File: config.mk
export PLATFORM = sky130hd
export DESIGN_NAME = emu_dt_arbiter_flat
export DESIGN_NICKNAME = d
export VERILOG_FILES = /design/src/rtl/emu_dt_arbiter_if.sv /design/src/rtl/emu_dt_arbiter.sv /design/src/flat_wrapper.sv
export SDC_FILE = /design/constraint.sdc
export NUM_CORES = 1
export LEC_CHECK = 0
export BUFFER_PORTS_ARGS = -buffer_cell sky130_fd_sc_hd__buf_2
export CORE_MARGIN = 5
export CORE_UTILIZATION = 45
export DETAILED_ROUTE_END_ITERATION = 12
export PLACE_DENSITY = 0.71
export SLEW_MARGIN = 15
export SYNTH_ARGS = -nofsm -noshare
export SYNTH_HDL_FRONTEND = slang
export SYNTH_SLANG_ARGS = --single-unit
File: constraint.sdc
create_clock -name emu_clk -period 10.09 [get_ports emu_clk]
set_input_delay 0.5045 -clock emu_clk [delete_from_list [all_inputs] [get_ports emu_clk]]
set_output_delay 0.5045 -clock emu_clk [all_outputs]
set_load 0.03 [all_outputs]
File: src/rtl/emu_dt_arbiter_if.sv
// Timestep handshake bundle between emulated models (master) and the dt arbiter (slave).
interface emu_dt_arbiter_if #(
  parameter int unsigned N_REQ    = 4,
  parameter int unsigned DT_WIDTH = 27
);
  logic [N_REQ*DT_WIDTH-1:0] dt_req;
  logic [DT_WIDTH-1:0]       emu_dt;
  logic                      emu_stall;
  logic [N_REQ-1:0]          req_hit;

  modport master (output dt_req, input emu_dt, emu_stall, req_hit);
  modport slave  (input dt_req, output emu_dt, emu_stall, req_hit);
endinterface

File: src/rtl/emu_dt_arbiter.sv
// Grants the minimum valid timestep, accumulates emulated time and sequences run/pause/step-N.
// Optional stop-at-target-time clamp is enabled by defining EMU_TIME_STOP_EN.
module emu_dt_arbiter #(
  parameter int unsigned          N_REQ      = 4,
  parameter int unsigned          DT_WIDTH   = 27,
  parameter int unsigned          TIME_WIDTH = 40,
  parameter int unsigned          STEP_WIDTH = 16,
  parameter logic [DT_WIDTH-1:0]  DT_MAX     = {1'b0, {(DT_WIDTH-1){1'b1}}}
) (
  input  logic                  emu_clk,
  input  logic                  emu_rst_n,
  emu_dt_arbiter_if.slave       dt,
  input  logic                  ctrl_run,
  input  logic                  step_cmd,
  input  logic [STEP_WIDTH-1:0] step_count,
  output logic [TIME_WIDTH-1:0] emu_time,
  output logic                  step_busy
`ifdef EMU_TIME_STOP_EN
  ,
  input  logic [TIME_WIDTH-1:0] stop_time,
  output logic                  stopped
`endif
);

  typedef enum logic [1:0] {IDLE, RUN, STEP} state_t;

  state_t                  state;
  logic [STEP_WIDTH-1:0]   step_cnt;
  logic [DT_WIDTH-1:0]     req_w [N_REQ];
  logic [N_REQ-1:0]        valid;
  logic [DT_WIDTH-1:0]     dt_min;
  logic [DT_WIDTH-1:0]     grant;
  logic [N_REQ-1:0]        hit;
  logic                    advancing;
  logic [TIME_WIDTH-1:0]   time_next;
  logic                    step_start;
  logic                    refuse;
  logic                    stop_hit;

  // Minimum positive request; starting from DT_MAX folds in the clamp and the no-valid case.
  always_comb begin
    dt_min = DT_MAX;
    for (int i = 0; i < int'(N_REQ); i++) begin
      req_w[i] = dt.dt_req[i*DT_WIDTH +: DT_WIDTH];
      valid[i] = !req_w[i][DT_WIDTH-1] && (req_w[i] != '0);
      if (valid[i] && (req_w[i] < dt_min)) dt_min = req_w[i];
    end
  end

`ifdef EMU_TIME_STOP_EN
  localparam int unsigned CMP_WIDTH = (TIME_WIDTH > DT_WIDTH) ? TIME_WIDTH : DT_WIDTH;
  logic [TIME_WIDTH-1:0] remaining;

  // Shorten the last step so emulated time lands exactly on stop_time.
  always_comb begin
    remaining = stop_time - emu_time;
    grant     = (CMP_WIDTH'(remaining) < CMP_WIDTH'(dt_min)) ? DT_WIDTH'(remaining) : dt_min;
    refuse    = (remaining == '0);
    stop_hit  = (time_next == stop_time);
  end
`else
  assign grant    = dt_min;
  assign refuse   = 1'b0;
  assign stop_hit = 1'b0;
`endif

  always_comb begin
    hit = '0;
    for (int i = 0; i < int'(N_REQ); i++) hit[i] = valid[i] && (req_w[i] == grant);
  end

  assign advancing    = (state != IDLE);
  assign time_next    = emu_time + TIME_WIDTH'(grant);
  assign step_start   = step_cmd && (step_count != '0);
  assign dt.emu_dt    = advancing ? grant : '0;
  assign dt.req_hit   = advancing ? hit : '0;
  assign dt.emu_stall = !advancing;
  assign step_busy    = (state == STEP);

  // Control FSM and time accumulator.
  always_ff @(posedge emu_clk or negedge emu_rst_n) begin
    if (!emu_rst_n) begin
      state    <= IDLE;
      emu_time <= '0;
      step_cnt <= '0;
    end else begin
      if (advancing) emu_time <= time_next;
      case (state)
        IDLE: begin
          if (step_start) begin
            if (!refuse) begin
              state    <= STEP;
              step_cnt <= step_count;
            end
          end else if (ctrl_run && !refuse) begin
            state <= RUN;
          end
        end
        RUN: begin
          if (!ctrl_run || stop_hit) state <= IDLE;
        end
        STEP: begin
          step_cnt <= step_cnt - STEP_WIDTH'(1);
          if ((step_cnt == STEP_WIDTH'(1)) || stop_hit) state <= IDLE;
        end
        default: state <= IDLE;
      endcase
    end
  end

`ifdef EMU_TIME_STOP_EN
  // Sticky stop flag: set on reaching or refusing at the target, cleared by an accepted start.
  always_ff @(posedge emu_clk or negedge emu_rst_n) begin
    if (!emu_rst_n) begin
      stopped <= 1'b0;
    end else if ((state == IDLE) && (step_start || ctrl_run)) begin
      stopped <= refuse;
    end else if (advancing && stop_hit) begin
      stopped <= 1'b1;
    end
  end
`endif

endmodule

File: src/flat_wrapper.sv
// flat-port wrapper written by rule: the top's interface ports become plain ports
module emu_dt_arbiter_flat 
#(
  parameter int unsigned          N_REQ      = 4,
  parameter int unsigned          DT_WIDTH   = 27,
  parameter int unsigned          TIME_WIDTH = 40,
  parameter int unsigned          STEP_WIDTH = 16,
  parameter logic [DT_WIDTH-1:0]  DT_MAX     = {1'b0, {(DT_WIDTH-1){1'b1}}}
)
  (emu_clk, emu_rst_n, ctrl_run, step_cmd, step_count, emu_time, step_busy, dt_dt_req, dt_emu_dt, dt_emu_stall, dt_req_hit);
  emu_dt_arbiter_if #(.N_REQ(N_REQ), .DT_WIDTH(DT_WIDTH)) dt_i ();
  input  logic emu_clk;
  input  logic emu_rst_n;
  input  logic ctrl_run;
  input  logic step_cmd;
  input  logic [STEP_WIDTH-1:0] step_count;
  output logic [TIME_WIDTH-1:0] emu_time;
  output logic step_busy;
  input wire logic [$bits(dt_i.dt_req)-1:0] dt_dt_req;
  output wire logic [$bits(dt_i.emu_dt)-1:0] dt_emu_dt;
  output wire logic [$bits(dt_i.emu_stall)-1:0] dt_emu_stall;
  output wire logic [$bits(dt_i.req_hit)-1:0] dt_req_hit;
  assign dt_i.dt_req = dt_dt_req;
  assign dt_emu_dt = dt_i.emu_dt;
  assign dt_emu_stall = dt_i.emu_stall;
  assign dt_req_hit = dt_i.req_hit;
  emu_dt_arbiter #(.N_REQ(N_REQ), .DT_WIDTH(DT_WIDTH), .TIME_WIDTH(TIME_WIDTH), .STEP_WIDTH(STEP_WIDTH), .DT_MAX(DT_MAX)) u_core (.emu_clk(emu_clk), .emu_rst_n(emu_rst_n), .dt(dt_i), .ctrl_run(ctrl_run), .step_cmd(step_cmd), .step_count(step_count), .emu_time(emu_time), .step_busy(step_busy));
endmodule
==> impl_metrics.json, run 1 <==
{
  "status": "finished, violations left",
  "violations": "negative setup slack",
  "crit_type": "in2reg",
  "drv_slew": 0,
  "dpl_worst_slack_ns": -1.33,
  "clockBufferDepth": 2,
  "finClkSkew_ns": 0.00567,
  "grt_pass1_wl_mm": 62.7,
  "post-place-cells": 1848,
  "ys_types": 82,
  "worstSetupEndpointType": "flip-flop",
  "timing.rr.end": "u_core.emu_time[26]",
  "place_congestion": 1.01,
  "timing.final.hold_violations": 0,
  "grt_usage_pct": 35.9,
  "dieHeight_um": 149,
  "drive_above_1_share_pct": 43.9,
  "layout_commonest_cell": "buf_4",
  "ir_worst_vdd_mv": 0.266,
  "clock_latency_ns": 0.34,
  "avgSynthCellArea_um2": 7.53,
  "timing.rr.start": "u_core.emu_time[0]",
  "antenna_found_initial": 0,
  "cp-start-kind": "input pin",
  "switchingPower_mw": 1.71,
  "mostFrequentLayoutCells": "317 x buf_4, 184 x buf_2, 107 x nor2_1",
  "vias": 11787,
  "power.total_mw": 3.44,
  "hold_ws_ns": 0.318,
  "drtPass1Iterations": 5,
  "rsz0062_at_grt": "true",
  "combPwrFrac_pct": 76.1,
  "path_delay_family": "compound AO/OA/AOI/OAI gates",
  "clock_sinks": 58,
  "yosys.area.top_type_share_pct": 16.8,
  "cp_common_cell": "o21ai_2",
  "htreeDepth": 3,
  "syn-cell-area_mm2": 0.00866,
  "finalCritPeriodShare_pct": 108,
  "setup-violations-final": 26,
  "die-area_mm2": 0.0221,
  "slowest_delay_ns": 0.48,
  "final_nets": 1891,
  "route.detailed.drc": 0,
  "first_global_vias": 11183,
  "internal_power_mw": 1.73,
  "p_seq_share_pct": 13.3,
  "synth_seq_cells": 58,
  "die_w_um": 149,
  "syn_inst": 1150,
  "p_leak_nw": 6.60,
  "io-pin-count": 201,
  "start_util_pct": 46.0,
  "fp.coreArea_mm2": 0.0188,
  "tightest_slew_ns": 0.832,
  "synth_area_leaders": "dfrtp_1 17%, ha_1 14%, xnor2_1 6.5%, a21oi_1 5.6%, nor2_1 5.4%",
  "yosysTopAreaCell": "dfrtp_1",
  "diodes": 0,
  "portBuffers": 199,
  "final_cell_count_no_fill": 1927,
  "area_delta_synth_final_pct": 59.6,
  "yosysWarnings": 0,
  "cpMaxStageDelayCell": "o41a_1",
  "dp_hpwl_mm": 31.6,
  "r2r_cells": 23,
  "layout_min_cycle_time_ns": 10.94,
  "wl_per_cell_um": 22.3,
  "maxCapViolCount": 0,
  "rows": 50,
  "power.density_mw_per_mm2": 249,
  "p_clk_share_pct": 10.7,
  "grt_max_degree": 59,
  "cp.buffers_inverters": 11,
  "setup_slack_ns": -0.850,
  "p_sw_share_pct": 49.6,
  "timing.reg2reg.setup_slack_ns": 5.95,
  "critPathMaxFanout": 9,
  "grt.overflow.total": 0,
  "clock-root-buffer": "clkbuf_16",
  "timing.fmax_mhz": 91.4,
  "hold_path.class": "in2async",
  "cp.arrival_ns": 11.20,
  "cp.required_ns": 10.35,
  "drt_iter0_markers": 1313,
  "post_drt_via_cell_ratio": 6.12,
  "seq_area_frac_synth_pct": 16.8,
  "cts_buffers": 9,
  "async_flop_share_pct": 100,
  "cts_tree": "done",
  "relSlewSlack_pct": 44.0,
  "clk_pin_slew_ns": 0.05,
  "synthFlopType": "dfrtp_1",
  "drt_wl_total_mm": 42.9,
  "postRouteAntennaNets": 0,
  "synth_edf_count": 0,
  "num-fill-cells": 1435
}
-- layout make-up --
cell class / instances / area (µm²) / share of cell area (%)
multi-input combinational: 977 / 7670 / 55.5
timing repair buffer: 533 / 3710 / 26.9
sequential: 58 / 1450 / 10.5
tap: 260 / 325 / 2.35
inverter: 83 / 312 / 2.25
clock buffer: 11 / 253 / 1.83
clock inverter: 5 / 100 / 0.724
-- what timing repair did --
item                                    4_1_cts  5_1_grt
pin swaps                                    93       96
endpoints found under the setup margin       28       35
cloned                                        1        0
hold buffers                                  0        0
buffers inserted                             46       21
gates resized for setup                      91      100
-- power groups by stage --
| stage | Clock, mW | Combinational [mW] | Sequential, mW |
|---|---|---|---|
| 2_1_floorplan | 0 | 1.21 | 0.555 |
| 3_3_place_gp | 0 | 2.10 | 0.449 |
| 3_5_place_dp | 0 | 2.14 | 0.451 |
| 4_1_cts | 0.367 | 2.32 | 0.450 |
| 5_1_grt | 0.383 | 2.78 | 0.473 |
| 6_report | 0.367 | 2.62 | 0.457 |
-- sequential cells by signal (all words and copies together) (netlist names) --
register	count
u_core.state	2
u_core.step_cnt	16
u_core.emu_time	40
-- through the flow --
stage               utilization [%]  area [µm²]  setup TNS [ns]
global placement               64.4       12100          -20.65
finish                         73.4       13800          -14.41
floorplan                         -        9030          -10.37
detailed placement             64.4       12100          -28.20
CTS                            70.1       13200           -6.31
global route                   73.4       13800          -29.93
-- worst max-delay path by stage --
stage | from | end | slack (ns) | cells past startpoint
after detailed placement | dt_dt_req[17] | u_core.emu_time[38] | -1.33 | 61
after CTS | dt_dt_req[13] | u_core.emu_time[38] | -0.42 | 63
final | dt_dt_req[23] | u_core.emu_time[38] | -0.85 | 61
after global placement | dt_dt_req[1] | u_core.emu_time[38] | -1.05 | 59
after global routing | dt_dt_req[23] | u_core.emu_time[38] | -1.35 | 65
after floorplan | dt_dt_req[10] | u_core.emu_time[27] | -0.79 | 62
-- cell usage after synthesis (4+ instances only) --
library cell    n
clkbuf_1       24
nand2_1        87
nand3_1        17
a21boi_0        5
a211oi_1       13
o21a_1          8
xor2_1         42
buf_4           6
o2111ai_1       4
o211ai_1        5
nor3_1         26
nor4_1         52
ha_1          100
or3_1           8
nand4_1        32
mux2i_4         4
nor2b_1        11
nand2b_1       13
o31ai_1        10
inv_1          82
o22ai_1        16
a221oi_1        7
mux2_2         19
nor2_1        124
a21oi_1        97
or2_2           4
a22oi_1         7
xnor2_1        64
a21o_1         27
o21ai_0        73
and3_1         13
a31oi_1         8
dfrtp_1        58
and2_1         11
-- cell families (layout without fill, tap and decap cells) --
| family | count (synthesis) | after routing | synth area share [%] |
|---|---|---|---|
| buf+inv | 118 | 632 | 5.50 |
| mux | 26 | 26 | 3.86 |
| fa+ha+maj | 102 | 102 | 14.8 |
| simple gates | 408 | 408 | 23.1 |
| xor+xnor | 106 | 106 | 10.7 |
| other cells | 2 | 5 | 0.0867 |
| flops | 58 | 58 | 16.8 |
| compound gates | 330 | 330 | 25.1 |
-- metal layers --
layer / share of wire, % / GRT usage, %
met3: 11 / 6.59
met2: 45 / 58.7
met5: 0 / 0
met4: 5.5 / 13.4
met1: 38 / 47.4
Note: power is estimated with default switching activity, not from simulation.
==> run 2, diff against run 1 <==
--- a/config.mk
+++ b/config.mk
@@ -9,6 +9,7 @@
 export CORE_MARGIN = 5
 export CORE_UTILIZATION = 45
 export DETAILED_ROUTE_END_ITERATION = 12
+export MAX_ROUTING_LAYER = met4
 export PLACE_DENSITY = 0.71
 export SLEW_MARGIN = 15
 export SYNTH_ARGS = -nofsm -noshare
==> impl_metrics.json, run 2 (synthesized netlist as in run 1, its figures left out) <==
{
  "status": "finished, violations left",
  "violations": "negative setup slack",
  "critPathMaxFanout": 7,
  "cp_common_cell": "buf_4",
  "slowest_delay_ns": 0.40,
  "cp-endpoint": "u_core.emu_time[6]",
  "power.total_mw": 3.53,
  "relSlewSlack_pct": 46.6,
  "clock-root-buffer": "clkbuf_16",
  "finClkSkew_ns": 0.00670,
  "layout_min_cycle_time_ns": 11.03,
  "diodes": 0,
  "final_cell_area_mm2": 0.0140,
  "largest_register_ffs": 40,
  "grt.overflow.total": 0,
  "cts_buffers": 9,
  "area_delta_synth_final_pct": 61.3,
  "antenna_found_initial": 0,
  "maxCapViolCount": 0,
  "r2r_cells": 22,
  "place_congestion": 1.02,
  "p_leak_nw": 6.74,
  "rsz0062_at_grt": "true",
  "drt_wl_total_mm": 42.8,
  "dp_hpwl_mm": 31.3,
  "wl_per_cell_um": 22.0,
  "crit_start": "dt_dt_req[22]",
  "io-pin-count": 201,
  "fin_setup_tns_ns": -17.07,
  "largest-register": "u_core.emu_time",
  "drt_iter0_markers": 1215,
  "timing.final.hold_violations": 0,
  "fp.coreArea_mm2": 0.0188,
  "setup_slack_ns": -0.939,
  "crit_type": "in2reg",
  "route.detailed.drc": 0,
  "rows": 50,
  "finalCritPeriodShare_pct": 109,
  "timing.rr.end": "u_core.emu_time[39]",
  "timing.reg2reg.setup_slack_ns": 5.82,
  "cp.arrival_ns": 11.25,
  "final_nets": 1911,
  "placed_area_mm2": 0.0121,
  "die_w_um": 149,
  "hold_path.class": "in2async",
  "die-area_mm2": 0.0221,
  "timing.fmax_mhz": 90.7,
  "postRouteAntennaNets": 0,
  "clock_sinks": 58,
  "clockBufferDepth": 2,
  "portBuffers": 199,
  "grt_max_degree": 59,
  "tightest_slew_ns": 0.794,
  "drtPass1Iterations": 6,
  "cts_hold_buf": 0,
  "post_drt_via_cell_ratio": 6.00,
  "clk_pin_slew_ns": 0.05,
  "vias": 11673,
  "setup-violations-final": 29,
  "grt_pass1_wl_mm": 62.0,
  "hold_ws_ns": 0.319,
  "layout_commonest_cell": "buf_4",
  "power.density_mw_per_mm2": 253,
  "drv_slew": 0,
  "worstSetupEndpointType": "flip-flop",
  "cp-start-kind": "input pin",
  "drive_above_1_share_pct": 44.9,
  "cpMaxStageDelayCell": "o21ai_0",
  "grt_usage_pct": 36.8,
  "first_global_vias": 11130,
  "cp.required_ns": 10.31,
  "top_regs": "u_core.emu_time (40), u_core.step_cnt (16), u_core.state (2)",
  "mostFrequentLayoutCells": "337 x buf_4, 187 x buf_2, 113 x nor2_1",
  "timing.rr.start": "u_core.emu_time[0]",
  "cts_tree": "done",
  "dieHeight_um": 149,
  "start_util_pct": 46.0,
  "htreeDepth": 3,
  "clock_latency_ns": 0.33,
  "ir_worst_vdd_mv": 0.299
}
==> run 2: cell count changes in the layout (fill, tap and decap cells not counted), moves of 4 or more <==
| cell | before | now |
|---|---|---|
| nand2_1 | 80 | 76 |
| buf_8 | 9 | 3 |
| buf_4 | 317 | 337 |
| nor2_1 | 107 | 113 |
| buf_12 | 2 | 6 |
| nor2_4 | 10 | 6 |
| o21ai_0 | 39 | 33 |
==> run 2: area by class of cell <==
class                   instances  area (µm²)
multi-input cells             977        7710
fillers                      1402        4860
repair buffers                553        3870
flip-flops and latches         58        1450
well taps                     260         325
inverters                      83         312
clock buffers                  11         253
clock inverters                 5        52.6
==> run 2: worst min-delay path by stage <==
stage | startpoint | endpoint | cells after the start
after floorplan | emu_rst_n | u_core.emu_time[0] | 0
after global placement | u_core.emu_time[39] | u_core.emu_time[39] | 1
after detailed placement | u_core.emu_time[39] | u_core.emu_time[39] | 1
after CTS | emu_rst_n | u_core.emu_time[20] | 2
after global routing | emu_rst_n | u_core.emu_time[20] | 2
final | emu_rst_n | u_core.emu_time[20] | 2
==> run 2: metal layers <==
layer | GRT usage [%] | vias up | wire, µm | part of all wire [%]
met5 | - | - | 0 | 0
met4 | 13.8 | 0 | 2100 | 4.9
met3 | 7.81 | 158 | 4410 | 10
met2 | 58.5 | 734 | 19600 | 46
met1 | 46.2 | 5480 | 16600 | 39
li1 | - | 5301 | - | -
==> run 2: timing repair <==
item / CTS / global route
buffers inserted: 64 / 38
cloned: 3 / 1
pin swaps: 78 / 92
endpoints found under the setup margin: 28 / 35
gates resized for setup: 108 / 92
==> run 2: worst max-delay path, delay by kind of cell <==
| kind | cells | cell delay (ns) |
|---|---|---|
| adders and majority gates | 5 | 1.61 |
| buffers and inverters | 23 | 2.70 |
| AOI/OAI and AO/OA | 21 | 4.21 |
| and+or+nand+nor | 18 | 2.20 |
==> run 2: power breakdown <==
| part | switching, mW | total (mW) | internal (mW) |
|---|---|---|---|
| logic | 1.52 | 2.76 | 1.24 |
| registers | 0.115 | 0.460 | 0.344 |
| clock network | 0.109 | 0.312 | 0.203 |
| total | 1.74 | 3.53 | 1.79 |
==> run 2: through the flow <==
step / worst slack (ns) / std cells / util (%)
final: -0.939 / 1947 / 74.2
after global routing: -1.31 / 1947 / 74.2
after CTS: -0.357 / 1922 / 71.0
after detailed placement: -1.29 / 1839 / 64.0
after global placement: -0.989 / 1839 / 64.0
after floorplan: -0.792 / 1153 / -
==> run 3, diff against run 2 <==
--- a/config.mk
+++ b/config.mk
@@ -11,6 +11,7 @@
 export DETAILED_ROUTE_END_ITERATION = 12
 export MAX_ROUTING_LAYER = met4
 export PLACE_DENSITY = 0.71
+export SKIP_LAST_GASP = 1
 export SLEW_MARGIN = 15
 export SYNTH_ARGS = -nofsm -noshare
 export SYNTH_HDL_FRONTEND = slang
==> impl_metrics.json, run 3 (synthesized netlist as in run 1, its figures left out) <==
{
  "largest_register_ffs": 40,
  "final_nets": 1911,
  "worstSetupEndpointType": "flip-flop",
  "vias": 11717,
  "use_met2_pct": 58.4,
  "drv_slew": 0,
  "setup-violations-final": 29,
  "p_leak_nw": 6.74,
  "die_w_um": 149,
  "htreeDepth": 3,
  "hold_path.class": "in2async",
  "top_regs": "u_core.emu_time (40), u_core.step_cnt (16), u_core.state (2)",
  "post_drt_via_cell_ratio": 6.02,
  "grt_pass1_wl_mm": 61.9,
  "layout_min_cycle_time_ns": 10.96,
  "setup_slack_ns": -0.867,
  "clock_latency_ns": 0.34,
  "relSlewSlack_pct": 44.5,
  "ir_worst_vdd_mv": 0.299,
  "maxCapViolCount": 0,
  "status": "finished, violations left",
  "drt_wl_total_mm": 43.1,
  "cp_common_cell": "buf_4",
  "wl_per_cell_um": 22.1,
  "cpMaxStageDelayCell": "nor4_4",
  "largest-register": "u_core.emu_time",
  "met3_usage_pct": 7.81,
  "die-area_mm2": 0.0221,
  "antenna_found_initial": 0,
  "drt_iter0_markers": 1156,
  "grt_max_degree": 59,
  "clockBufferDepth": 2,
  "grt_usage_pct": 36.8,
  "mostFrequentLayoutCells": "336 x buf_4, 188 x buf_2, 114 x nor2_1",
  "dp_hpwl_mm": 31.3,
  "grt.overflow.total": 0,
  "fin_setup_tns_ns": -17.15,
  "drive_above_1_share_pct": 44.6,
  "first_global_vias": 11123,
  "dieHeight_um": 149,
  "start_util_pct": 46.0,
  "final_cell_area_mm2": 0.0139,
  "met1_usage_pct": 46.2,
  "cts_buffers": 9,
  "rsz0062_at_grt": "true",
  "power.total_mw": 3.54,
  "finalCritPeriodShare_pct": 109,
  "power.density_mw_per_mm2": 254,
  "violations": "negative setup slack",
  "crit_type": "in2reg",
  "cp-start-kind": "input pin",
  "slowest_delay_ns": 0.38,
  "finClkSkew_ns": 0.0109,
  "postRouteAntennaNets": 0,
  "layout_commonest_cell": "buf_4",
  "cts_tree": "done",
  "busiest_layer": "met2",
  "rows": 50,
  "tightest_slew_ns": 0.832,
  "timing.final.hold_violations": 0,
  "io-pin-count": 201,
  "cp.arrival_ns": 11.19,
  "num-fill-cells": 1415,
  "cp.required_ns": 10.32,
  "clk_pin_slew_ns": 0.06,
  "critPathMaxFanout": 7,
  "route.detailed.drc": 0,
  "fp.coreArea_mm2": 0.0188,
  "portBuffers": 199,
  "drtPass1Iterations": 5,
  "dpl_worst_slack_ns": -1.29,
  "area_delta_synth_final_pct": 60.9,
  "placed_area_mm2": 0.0121,
  "clock_sinks": 58,
  "diodes": 0,
  "timing.fmax_mhz": 91.3,
  "hold_ws_ns": 0.325,
  "clock-root-buffer": "clkbuf_16",
  "place_congestion": 1.02
}
[run 3: where the power goes]
group          switching [mW]  total, mW  internal [mW]
Clock                   0.111      0.314          0.203
Sequential              0.115      0.459          0.344
Combinational            1.53       2.77           1.24
Total                    1.76       3.54           1.78
[run 3: final timing paths]
path	start	end	slack (ns)	cells past startpoint
worst max-delay path	dt_dt_req[22]	u_core.emu_time[6]	-0.87	70
worst min-delay path	emu_rst_n	u_core.emu_time[17]	0.32	2
worst max register to register	u_core.emu_time[0]	u_core.emu_time[39]	5.85	22
worst min register to register	u_core.emu_time[39]	u_core.emu_time[39]	0.48	1
max in group asynchronous	emu_rst_n	u_core.step_cnt[13]	9.24	2
min in group emu_clk	step_count[7]	u_core.step_cnt[7]	0.40	3
[run 3: metrics by stage]
step | util (%) | instances
final | 74.0 | 1947
after global routing | 74.0 | 1947
after CTS | 71.0 | 1922
after detailed placement | 64.0 | 1839
after global placement | 64.0 | 1839
after floorplan | - | 1153
[run 3: repair_timing]
| item | in CTS | in global routing |
|---|---|---|
| gates resized for setup | 107 | 86 |
| pin swaps | 78 | 90 |
| setup buffers | 64 | 38 |
| endpoints found under the setup margin | 28 | 35 |
| endpoints found under the hold margin | 0 | 0 |
| hold buffers | 0 | 0 |
| gates cloned | 3 | 1 |
[run 3: layout make-up]
| class | instances | area, µm² | share of cell area [%] |
|---|---|---|---|
| Clock buffer | 11 | 253 | 1.81 |
| Clock inverter | 5 | 52.6 | 0.377 |
| Inverter | 83 | 312 | 2.24 |
| Multi-Input combinational cell | 977 | 7680 | 55.1 |
| Sequential cell | 58 | 1450 | 10.4 |
| Tap cell | 260 | 325 | 2.33 |
| Timing Repair Buffer | 553 | 3860 | 27.7 |
[run 3: per-layer routing]
metal | up-vias | share of wire, % | wire [µm]
met1 | 5446 | 38 | 16500
met3 | 199 | 11 | 4710
met2 | 778 | 45 | 19500
met5 | - | 0 | 0
met4 | 0 | 5.7 | 2440
li1 | 5294 | - | -
[run 3: worst max-delay path, delay by kind of cell]
family,cells,cell delay [ns]
compound gates,25,4.59
buf+inv,25,2.95
simple gates,15,1.82
fa+ha+maj,5,1.32
